<file path="src/rtl/defines.sv">
// LEGv8 width macros shared by the datapath stages.
`ifndef LEGV8_INTEGER_SZ
`define LEGV8_INTEGER_SZ 64
`endif

</file>
<file path="src/rtl/stage4_memaccess_pkg.sv">
// Shared LEGv8 memory-stage types: access-size encoding, FSM states and the
// load lane extract/extend helper.
`ifndef LEGV8_INTEGER_SZ
`define LEGV8_INTEGER_SZ 64
`endif

package stage4_memaccess_pkg;

    localparam int unsigned XLEN = `LEGV8_INTEGER_SZ;

    typedef enum logic [1:0] {
        MEM_BYTE  = 2'b00,
        MEM_HALF  = 2'b01,
        MEM_WORD  = 2'b10,
        MEM_DWORD = 2'b11
    } mem_size_e;

    typedef enum logic [1:0] {
        ST_IDLE,
        ST_REQ,
        ST_WAIT_RD,
        ST_DONE
    } mem_state_e;

    function automatic logic [7:0] size_be_mask(input mem_size_e size);
        logic [7:0] m;
        case (size)
            MEM_BYTE: m = 8'h01;
            MEM_HALF: m = 8'h03;
            MEM_WORD: m = 8'h0F;
            default:  m = 8'hFF;
        endcase
        return m;
    endfunction

    // Low address bits that must be zero for a naturally aligned access.
    function automatic logic [2:0] align_mask(input mem_size_e size);
        logic [2:0] m;
        case (size)
            MEM_BYTE: m = 3'b000;
            MEM_HALF: m = 3'b001;
            MEM_WORD: m = 3'b011;
            default:  m = 3'b111;
        endcase
        return m;
    endfunction

    function automatic logic [63:0] load_extract(
        input logic [63:0] rdata,
        input logic [2:0]  offset,
        input mem_size_e   size,
        input logic        is_signed
    );
        logic [63:0] lane;
        logic [63:0] res;
        lane = rdata >> {offset, 3'b000};
        case (size)
            MEM_BYTE: res = {{56{is_signed & lane[7]}},  lane[7:0]};
            MEM_HALF: res = {{48{is_signed & lane[15]}}, lane[15:0]};
            MEM_WORD: res = {{32{is_signed & lane[31]}}, lane[31:0]};
            default:  res = lane;
        endcase
        return res;
    endfunction

endpackage

</file>
<file path="src/rtl/stage4_load_align.sv">
// Combinational load lane select with zero/sign extension to 64 bits.
module stage4_load_align
    import stage4_memaccess_pkg::*;
(
    input  logic [63:0] rdata,
    input  logic [2:0]  offset,
    input  logic [1:0]  size,
    input  logic        is_signed,
    output logic [63:0] data
);

    always_comb begin
        data = load_extract(rdata, offset, mem_size_e'(size), is_signed);
    end

endmodule

</file>
<file path="src/rtl/stage4_memaccess.sv">
// LEGv8 pipeline stage 4: data-memory access with valid/ready handshakes on
// both sides and a single-outstanding request/grant/rvalid memory port.
`ifndef LEGV8_INTEGER_SZ
`define LEGV8_INTEGER_SZ 64
`endif

module stage4_memaccess
    import stage4_memaccess_pkg::*;
#(
    parameter int unsigned DATA_W = `LEGV8_INTEGER_SZ
) (
    input  logic              clk,
    input  logic              rst_n,

    input  logic              in_valid,
    output logic              in_ready,
    input  logic [DATA_W-1:0] exec_result,
    input  logic [DATA_W-1:0] store_data,
    input  logic              memread,
    input  logic              memwrite,
    input  logic              mem_signed,
    input  logic              memtoreg,
    input  logic              regwrite,
    input  logic [1:0]        mem_size,
    input  logic [4:0]        rd,

    output logic              out_valid,
    input  logic              out_ready,
    output logic [DATA_W-1:0] val_stage3_execute,
    output logic [DATA_W-1:0] val_stage4_memacc,
    output logic              out_memtoreg,
    output logic              out_regwrite,
    output logic [4:0]        out_rd,

    output logic              dmem_req,
    output logic              dmem_we,
    input  logic              dmem_gnt,
    input  logic              dmem_rvalid,
    output logic [DATA_W-1:0] dmem_addr,
    output logic [7:0]        dmem_be,
    output logic [DATA_W-1:0] dmem_wdata,
    input  logic [DATA_W-1:0] dmem_rdata,

    output logic              misalign_fault
);

    mem_state_e        state_q, state_d;

    logic [DATA_W-1:0] addr_q, addr_d;
    logic [DATA_W-1:0] wdata_q, wdata_d;
    logic [DATA_W-1:0] exec_q, exec_d;
    logic [7:0]        be_q, be_d;
    logic [2:0]        off_q, off_d;
    mem_size_e         size_q, size_d;
    logic              store_q, store_d;
    logic              signed_q, signed_d;
    logic              memtoreg_q, memtoreg_d;
    logic              regwrite_q, regwrite_d;
    logic [4:0]        rd_q, rd_d;

    logic              out_valid_q, out_valid_d;
    logic [DATA_W-1:0] val3_q, val3_d;
    logic [DATA_W-1:0] val4_q, val4_d;
    logic              out_memtoreg_q, out_memtoreg_d;
    logic              out_regwrite_q, out_regwrite_d;
    logic [4:0]        out_rd_q, out_rd_d;
    logic              misalign_q, misalign_d;

    logic [DATA_W-1:0] load_data;
    mem_size_e         in_size;
    logic              accept;
    logic              is_mem;
    logic              misaligned;

    stage4_load_align u_load_align (
        .rdata     (dmem_rdata),
        .offset    (off_q),
        .size      (size_q),
        .is_signed (signed_q),
        .data      (load_data)
    );

    assign in_size    = mem_size_e'(mem_size);
    assign in_ready   = (state_q == ST_IDLE) && (!out_valid_q || out_ready);
    assign accept     = in_valid && in_ready;
    assign is_mem     = memread || memwrite;
    assign misaligned = is_mem && ((exec_result[2:0] & align_mask(in_size)) != 3'b000);

    always_comb begin
        state_d        = state_q;
        addr_d         = addr_q;
        wdata_d        = wdata_q;
        exec_d         = exec_q;
        be_d           = be_q;
        off_d          = off_q;
        size_d         = size_q;
        store_d        = store_q;
        signed_d       = signed_q;
        memtoreg_d     = memtoreg_q;
        regwrite_d     = regwrite_q;
        rd_d           = rd_q;
        out_valid_d    = out_valid_q;
        val3_d         = val3_q;
        val4_d         = val4_q;
        out_memtoreg_d = out_memtoreg_q;
        out_regwrite_d = out_regwrite_q;
        out_rd_d       = out_rd_q;
        misalign_d     = 1'b0;

        if (out_valid_q && out_ready) begin
            out_valid_d = 1'b0;
        end

        case (state_q)
            ST_IDLE: begin
                if (accept) begin
                    if (!is_mem || misaligned) begin
                        out_valid_d    = 1'b1;
                        val3_d         = exec_result;
                        val4_d         = '0;
                        out_memtoreg_d = memtoreg && !misaligned;
                        out_regwrite_d = regwrite && !misaligned;
                        out_rd_d       = rd;
                        misalign_d     = misaligned;
                    end else begin
                        state_d    = ST_REQ;
                        addr_d     = {exec_result[DATA_W-1:3], 3'b000};
                        be_d       = size_be_mask(in_size) << exec_result[2:0];
                        wdata_d    = store_data << {exec_result[2:0], 3'b000};
                        exec_d     = exec_result;
                        off_d      = exec_result[2:0];
                        size_d     = in_size;
                        store_d    = memwrite;
                        signed_d   = mem_signed;
                        memtoreg_d = memtoreg;
                        regwrite_d = regwrite;
                        rd_d       = rd;
                    end
                end
            end
            // The output slot is always empty here: accepting required it free.
            ST_REQ: begin
                if (dmem_gnt) begin
                    if (store_q) begin
                        state_d        = ST_DONE;
                        out_valid_d    = 1'b1;
                        val3_d         = exec_q;
                        val4_d         = '0;
                        out_memtoreg_d = memtoreg_q;
                        out_regwrite_d = 1'b0;
                        out_rd_d       = rd_q;
                    end else begin
                        state_d = ST_WAIT_RD;
                    end
                end
            end
            ST_WAIT_RD: begin
                if (dmem_rvalid) begin
                    state_d        = ST_DONE;
                    out_valid_d    = 1'b1;
                    val3_d         = exec_q;
                    val4_d         = load_data;
                    out_memtoreg_d = memtoreg_q;
                    out_regwrite_d = regwrite_q;
                    out_rd_d       = rd_q;
                end
            end
            // A stalled result is held by the output register itself, so DONE
            // hands back to IDLE and in_ready tracks the slot from there.
            ST_DONE: begin
                state_d = ST_IDLE;
            end
            default: begin
                state_d = ST_IDLE;
            end
        endcase
    end

    always_ff @(posedge clk or negedge rst_n) begin
        if (!rst_n) begin
            state_q        <= ST_IDLE;
            addr_q         <= '0;
            wdata_q        <= '0;
            exec_q         <= '0;
            be_q           <= '0;
            off_q          <= '0;
            size_q         <= MEM_BYTE;
            store_q        <= 1'b0;
            signed_q       <= 1'b0;
            memtoreg_q     <= 1'b0;
            regwrite_q     <= 1'b0;
            rd_q           <= '0;
            out_valid_q    <= 1'b0;
            val3_q         <= '0;
            val4_q         <= '0;
            out_memtoreg_q <= 1'b0;
            out_regwrite_q <= 1'b0;
            out_rd_q       <= '0;
            misalign_q     <= 1'b0;
        end else begin
            state_q        <= state_d;
            addr_q         <= addr_d;
            wdata_q        <= wdata_d;
            exec_q         <= exec_d;
            be_q           <= be_d;
            off_q          <= off_d;
            size_q         <= size_d;
            store_q        <= store_d;
            signed_q       <= signed_d;
            memtoreg_q     <= memtoreg_d;
            regwrite_q     <= regwrite_d;
            rd_q           <= rd_d;
            out_valid_q    <= out_valid_d;
            val3_q         <= val3_d;
            val4_q         <= val4_d;
            out_memtoreg_q <= out_memtoreg_d;
            out_regwrite_q <= out_regwrite_d;
            out_rd_q       <= out_rd_d;
            misalign_q     <= misalign_d;
        end
    end

    assign dmem_req           = (state_q == ST_REQ);
    assign dmem_we            = (state_q == ST_REQ) && store_q;
    assign dmem_addr          = addr_q;
    assign dmem_be            = be_q;
    assign dmem_wdata         = wdata_q;
    assign out_valid          = out_valid_q;
    assign val_stage3_execute = val3_q;
    assign val_stage4_memacc  = val4_q;
    assign out_memtoreg       = out_memtoreg_q;
    assign out_regwrite       = out_regwrite_q;
    assign out_rd             = out_rd_q;
    assign misalign_fault     = misalign_q;

endmodule

</file>
<file path="config.mk">
export PLATFORM = sky130hd
export DESIGN_NAME = stage4_memaccess
export DESIGN_NICKNAME = d
export VERILOG_FILES = /design/src/rtl/defines.sv /design/src/rtl/stage4_memaccess_pkg.sv /design/src/rtl/stage4_load_align.sv /design/src/rtl/stage4_memaccess.sv
export SDC_FILE = /design/constraint.sdc
export NUM_CORES = 1
export LEC_CHECK = 0
export CORE_ASPECT_RATIO = 0.9
export CORE_MARGIN = 10
export CORE_UTILIZATION = 43
export CTS_CLUSTER_DIAMETER = 50
export DETAILED_ROUTE_END_ITERATION = 7
export PLACE_DENSITY = 0.85
export SYNTH_ARGS = -nofsm -noshare
export SYNTH_HDL_FRONTEND = slang
export SYNTH_SLANG_ARGS = --single-unit
</file>
<file path="constraint.sdc">
create_clock -name clk -period 2.35 [get_ports clk]
set_clock_uncertainty 0.15 [all_clocks]
set_input_delay 0.47 -clock clk [delete_from_list [all_inputs] [get_ports clk]]
set_output_delay 0.47 -clock clk [all_outputs]
set_load 0.02 [all_outputs]
</file>
==> impl_summary.md, run 1 <==
Status
The flow ran to the end, but the final reports show violations. The final reports fail on setup timing.

Worst setup path
The critical path capture point type is a flip-flop. The critical-path cell with the highest stage delay is mux4_2. For the worst flop-to-flop path, the logic depth is 6. Along the worst path, the maximum fanout reaches 7.

The startpoint identified for the worst register-to-register timing path is exec_q[0]. The critical path is of the flip-flop to flip-flop type. The stage delay of the slowest cell on the critical path is 0.54 ns. STA puts the critical path data arrival time at between 2 and 3 ns. Walking the worst path, the cells encountered are buf_6 -> mux2_4 -> mux4_2 -> and3_4 -> o311a_4 -> a22o_1.

The endpoint identified for the worst register-to-register timing path is val_stage4_memacc[49]. The type of origin of the critical path is a flip-flop. In this run the register-to-register setup slack is -0.31 ns.

The critical path required time is between 2 and 3 ns.

Synthesis
The most instantiated library cell after synthesis is nand2_1. The post-synthesis instance area is between 15000 and 20000 um^2. The most used flip-flop cell after synthesis is dfrtp_1. The cell taking the most area after synthesis is dfrtp_1.

The flip-flop and latch count after synthesis is between 200 and 300. In this run the mean area of a mapped cell was around 9.2 um^2. The number of different library cells used by synthesis comes to 53.

The synthesized design contains 0 enable-type register cells. In the synthesized netlist, the cells that appear most often are nand2_1 (423), dfrtp_1 (286), o21ai_0 (187), mux2i_1 (157), clkbuf_1 (97). In this run the biggest area consumer among cell types represents between 40% and 50% of the synthesized area. After synthesis, flip-flops and latches occupy between 40% and 50% of the total area. By area the synthesized netlist is led by dfrtp_1 (47%), nand2_1 (10%), mux2i_1 (10%), o21ai_0 (6.1%), buf_4 (3.1%). The synthesized instance count is around 1700.

After synthesis, the share of flip-flops with an asynchronous set or reset is 100%. Yosys printed 0 warnings.

Timing
After layout, the worst setup slack is -0.309 ns. For the pin with the worst max-slew slack, the measured transition is about 0.78 ns. The final-report hold violation count is 0.

The highest clock rate is roughly 380 MHz. Measured against its own limit, the worst slew margin works out to ~48%. The final-layout setup total negative slack is -11.87 ns. The worst hold-check slack is 0.206 ns. The post-layout minimum cycle time is between 2 and 3 ns. The count of pins over their slew limit is 0. The ratio of final minimum period to clock period is 113%. Setup violations remaining at the end of the flow were counted as between 50 and 60. Setup repair after global routing could not meet its margin everywhere.

Die
The die covers between 40000 and 50000 um^2. For this configuration, the core starts out at a cell density of between 40% and 50%. The die boundary width is 219 um. The core region is 35100 um^2. From bottom edge to top edge, the die measures about 200 um. For this design the top-level I/O count stands at between 400 and 500. In this run the core area contains between 60 and 70 standard-cell rows.

Place
Routability-driven placement finished with a final weighted congestion of 0.963. Summed over all nets, the half-perimeter wirelength after detailed placement is approximately 46000 um. During placement, the flow inserted port buffers numbering ~480.

Global routing
The global-route wire length before repair is 90700 um. Entering global routing, the biggest net connects 89 pins. The via count of the first global-routing pass is between 10000 and 15000.

Global routing consumed, over all layers together, 27.2% of the routing resources. The initial antenna violation count is 7. Summed over all layers, the global routing overflow is 0.

CTS
The clock tree from TritonCTS is yes. The clock drives roughly 290 sinks. The clock reaches the later pin of the worst-skew pair after about 0.53 ns. The root buffer cell chosen for the clock tree is clkbuf_16.

The number of buffers on the longest clock path is 3. The deepest level of the CTS H-tree is 2. The number of buffers created by CTS is 38.

After clock tree synthesis, the clock-pin slew on the worst setup and hold paths is about 0.060 ns.

Drt
The count of TritonRoute iterations in the first routing pass is 5. Detailed routing inserted a total of 14600 vias. The number of nets still failing antenna checks after routing is 0. Summed over all layers, the routed wires come to about 62000 um. The routed length per instance is between 20 and 25 um. The mean number of vias per cell is approximately 5.6. In the routed design, unresolved DRC markers number 0. The first routing iteration left between 1000 and 1500 violations.

Final layout
In the final design database the tool counted 2336 nets. The area growth from synthesis to layout is 47.1%. Once layout is complete, the utilization of the core stands at approximately 64%.

The number of filler cells placed in the layout is 2773. Cells with a size suffix above 1 make up 12.6% of the layout.

Min path
For hold timing, the worst endpoint is exec_q[0]. The startpoint identified for the worst hold timing path is exec_result[0]. The hold-critical path depth is 4. The path type of the worst min-delay path is primary input to flip-flop.

Power
After layout, the design draws a total of approximately 33 mW. The power density over the cells is around 1500 nW/um^2. In this run the static leakage power is approximately 10 nW. VDD sags by at most ~800 uV.

Job
Across the run, the number of max-cap violations was 0.
[sequential cells by signal, indices dropped and copies added, names as in the netlist, 2 cells and up]
name,cells
size_q,2
rd_q,5
val_stage3_execute,64
exec_q,63
dmem_wdata,64
val_stage4_memacc,64
out_rd,5
state_q,2
dmem_be,8
[cells in the final DEF (no fill, tap or decap), types with 18 or more instances in the layout]
master	count
nand2_1	423
o31ai_1	20
mux2i_1	156
nor2_1	62
a21oi_1	75
clkbuf_16	44
a211oi_1	28
a22o_1	23
o21ai_0	185
buf_12	22
dfrtp_1	284
mux2_2	32
nor2b_1	21
clkdlybuf4s50_1	475
o221ai_1	18
buf_4	94
[layer usage]
layer  GRT usage (%)  share of wire, %  vias up
li1                -                 -     6658
met1            33.1                39     7065
met2            44.4                47      746
met3            8.78                11      127
met4            9.94               3.4        8
met5               0             0.085        -
[cells by family after synthesis]
kind of cell,count (synthesis),share of synthesized area (%)
compound gates,408,16.2
fa+ha+maj,4,0.328
buf+inv,202,6.80
flops,286,46.9
mux,205,14.9
other cells,1,0.0246
simple gates,560,14.9
[layout make-up]
class | count | area [um^2] | area share, %
multi-input combinational | 1184 | 7270 | 32.4
sequential | 286 | 7160 | 31.9
timing repair buffer | 604 | 6070 | 27.1
clock buffer | 55 | 1160 | 5.16
tap | 469 | 587 | 2.61
clock inverter | 14 | 161 | 0.719
inverter | 8 | 30.0 | 0.134
antenna | 5 | 12.5 | 0.0557
[how the worst max path moves through the flow]
stage / endpoint / depth (start not counted) / startpoint / slack (ns)
after global placement: val_stage4_memacc[43] / 8 / dmem_rdata[31] / -0.60
after floorplan: val_stage4_memacc[35] / 8 / exec_q[0] / -0.14
after global routing: val_stage4_memacc[60] / 9 / exec_q[0] / -0.33
after CTS: val_stage4_memacc[49] / 6 / exec_q[0] / -0.26
final: val_stage4_memacc[49] / 6 / exec_q[0] / -0.31
after detailed placement: val_stage4_memacc[45] / 8 / dmem_rdata[31] / -0.63
[power breakdown]
| part | switching (mW) | total [mW] | leakage [nW] | internal [mW] |
|---|---|---|---|---|
| sequential | 1.60 | 8.72 | 3.67 | 7.12 |
| combinational | 10.3 | 18.7 | 5.68 | 8.40 |
| clock | 2.32 | 6.01 | 0.656 | 3.69 |
| total | 14.2 | 33.4 | 10.0 | 19.2 |
[critical path, delay by kind of cell (launching register included)]
family	cells	cell delay [ns]
compound gates	2	0.63
mux	2	0.83
buf+inv	1	0.16
simple gates	1	0.25
flops	1	0.50
[timing repair]
action | CTS | global route
gates cloned | 4 | 4
pin swaps | 6 | 4
setup endpoints to repair | 51 | 113
hold buffers | 1 | 0
setup buffers | 3 | 1
hold endpoints to repair | 41 | 0
resized for setup | 30 | 16
[through the flow]
| stage | setup slack, ns | instance area [um^2] | instances |
|---|---|---|---|
| final | -0.309 | 22500 | 2625 |
| after global routing | -0.328 | 22400 | 2622 |
| after CTS | -0.264 | 22300 | 2615 |
| after detailed placement | -0.629 | 20800 | 2538 |
| after global placement | -0.604 | 20800 | 2538 |
| after floorplan | -0.137 | 15300 | 1668 |
No activity file was read; power rests on OpenSTA's default activity.
==> run 2: changes to the inputs <==
- SKIP_LAST_GASP: default -> 1
==> results of run 2 <==
No change in the layout: final DEF, timing and power equal those of run 1.
Among the figures that moved: number of gates resized after CTS 30 -> 26; met3 usage 8.78% -> 8.79%
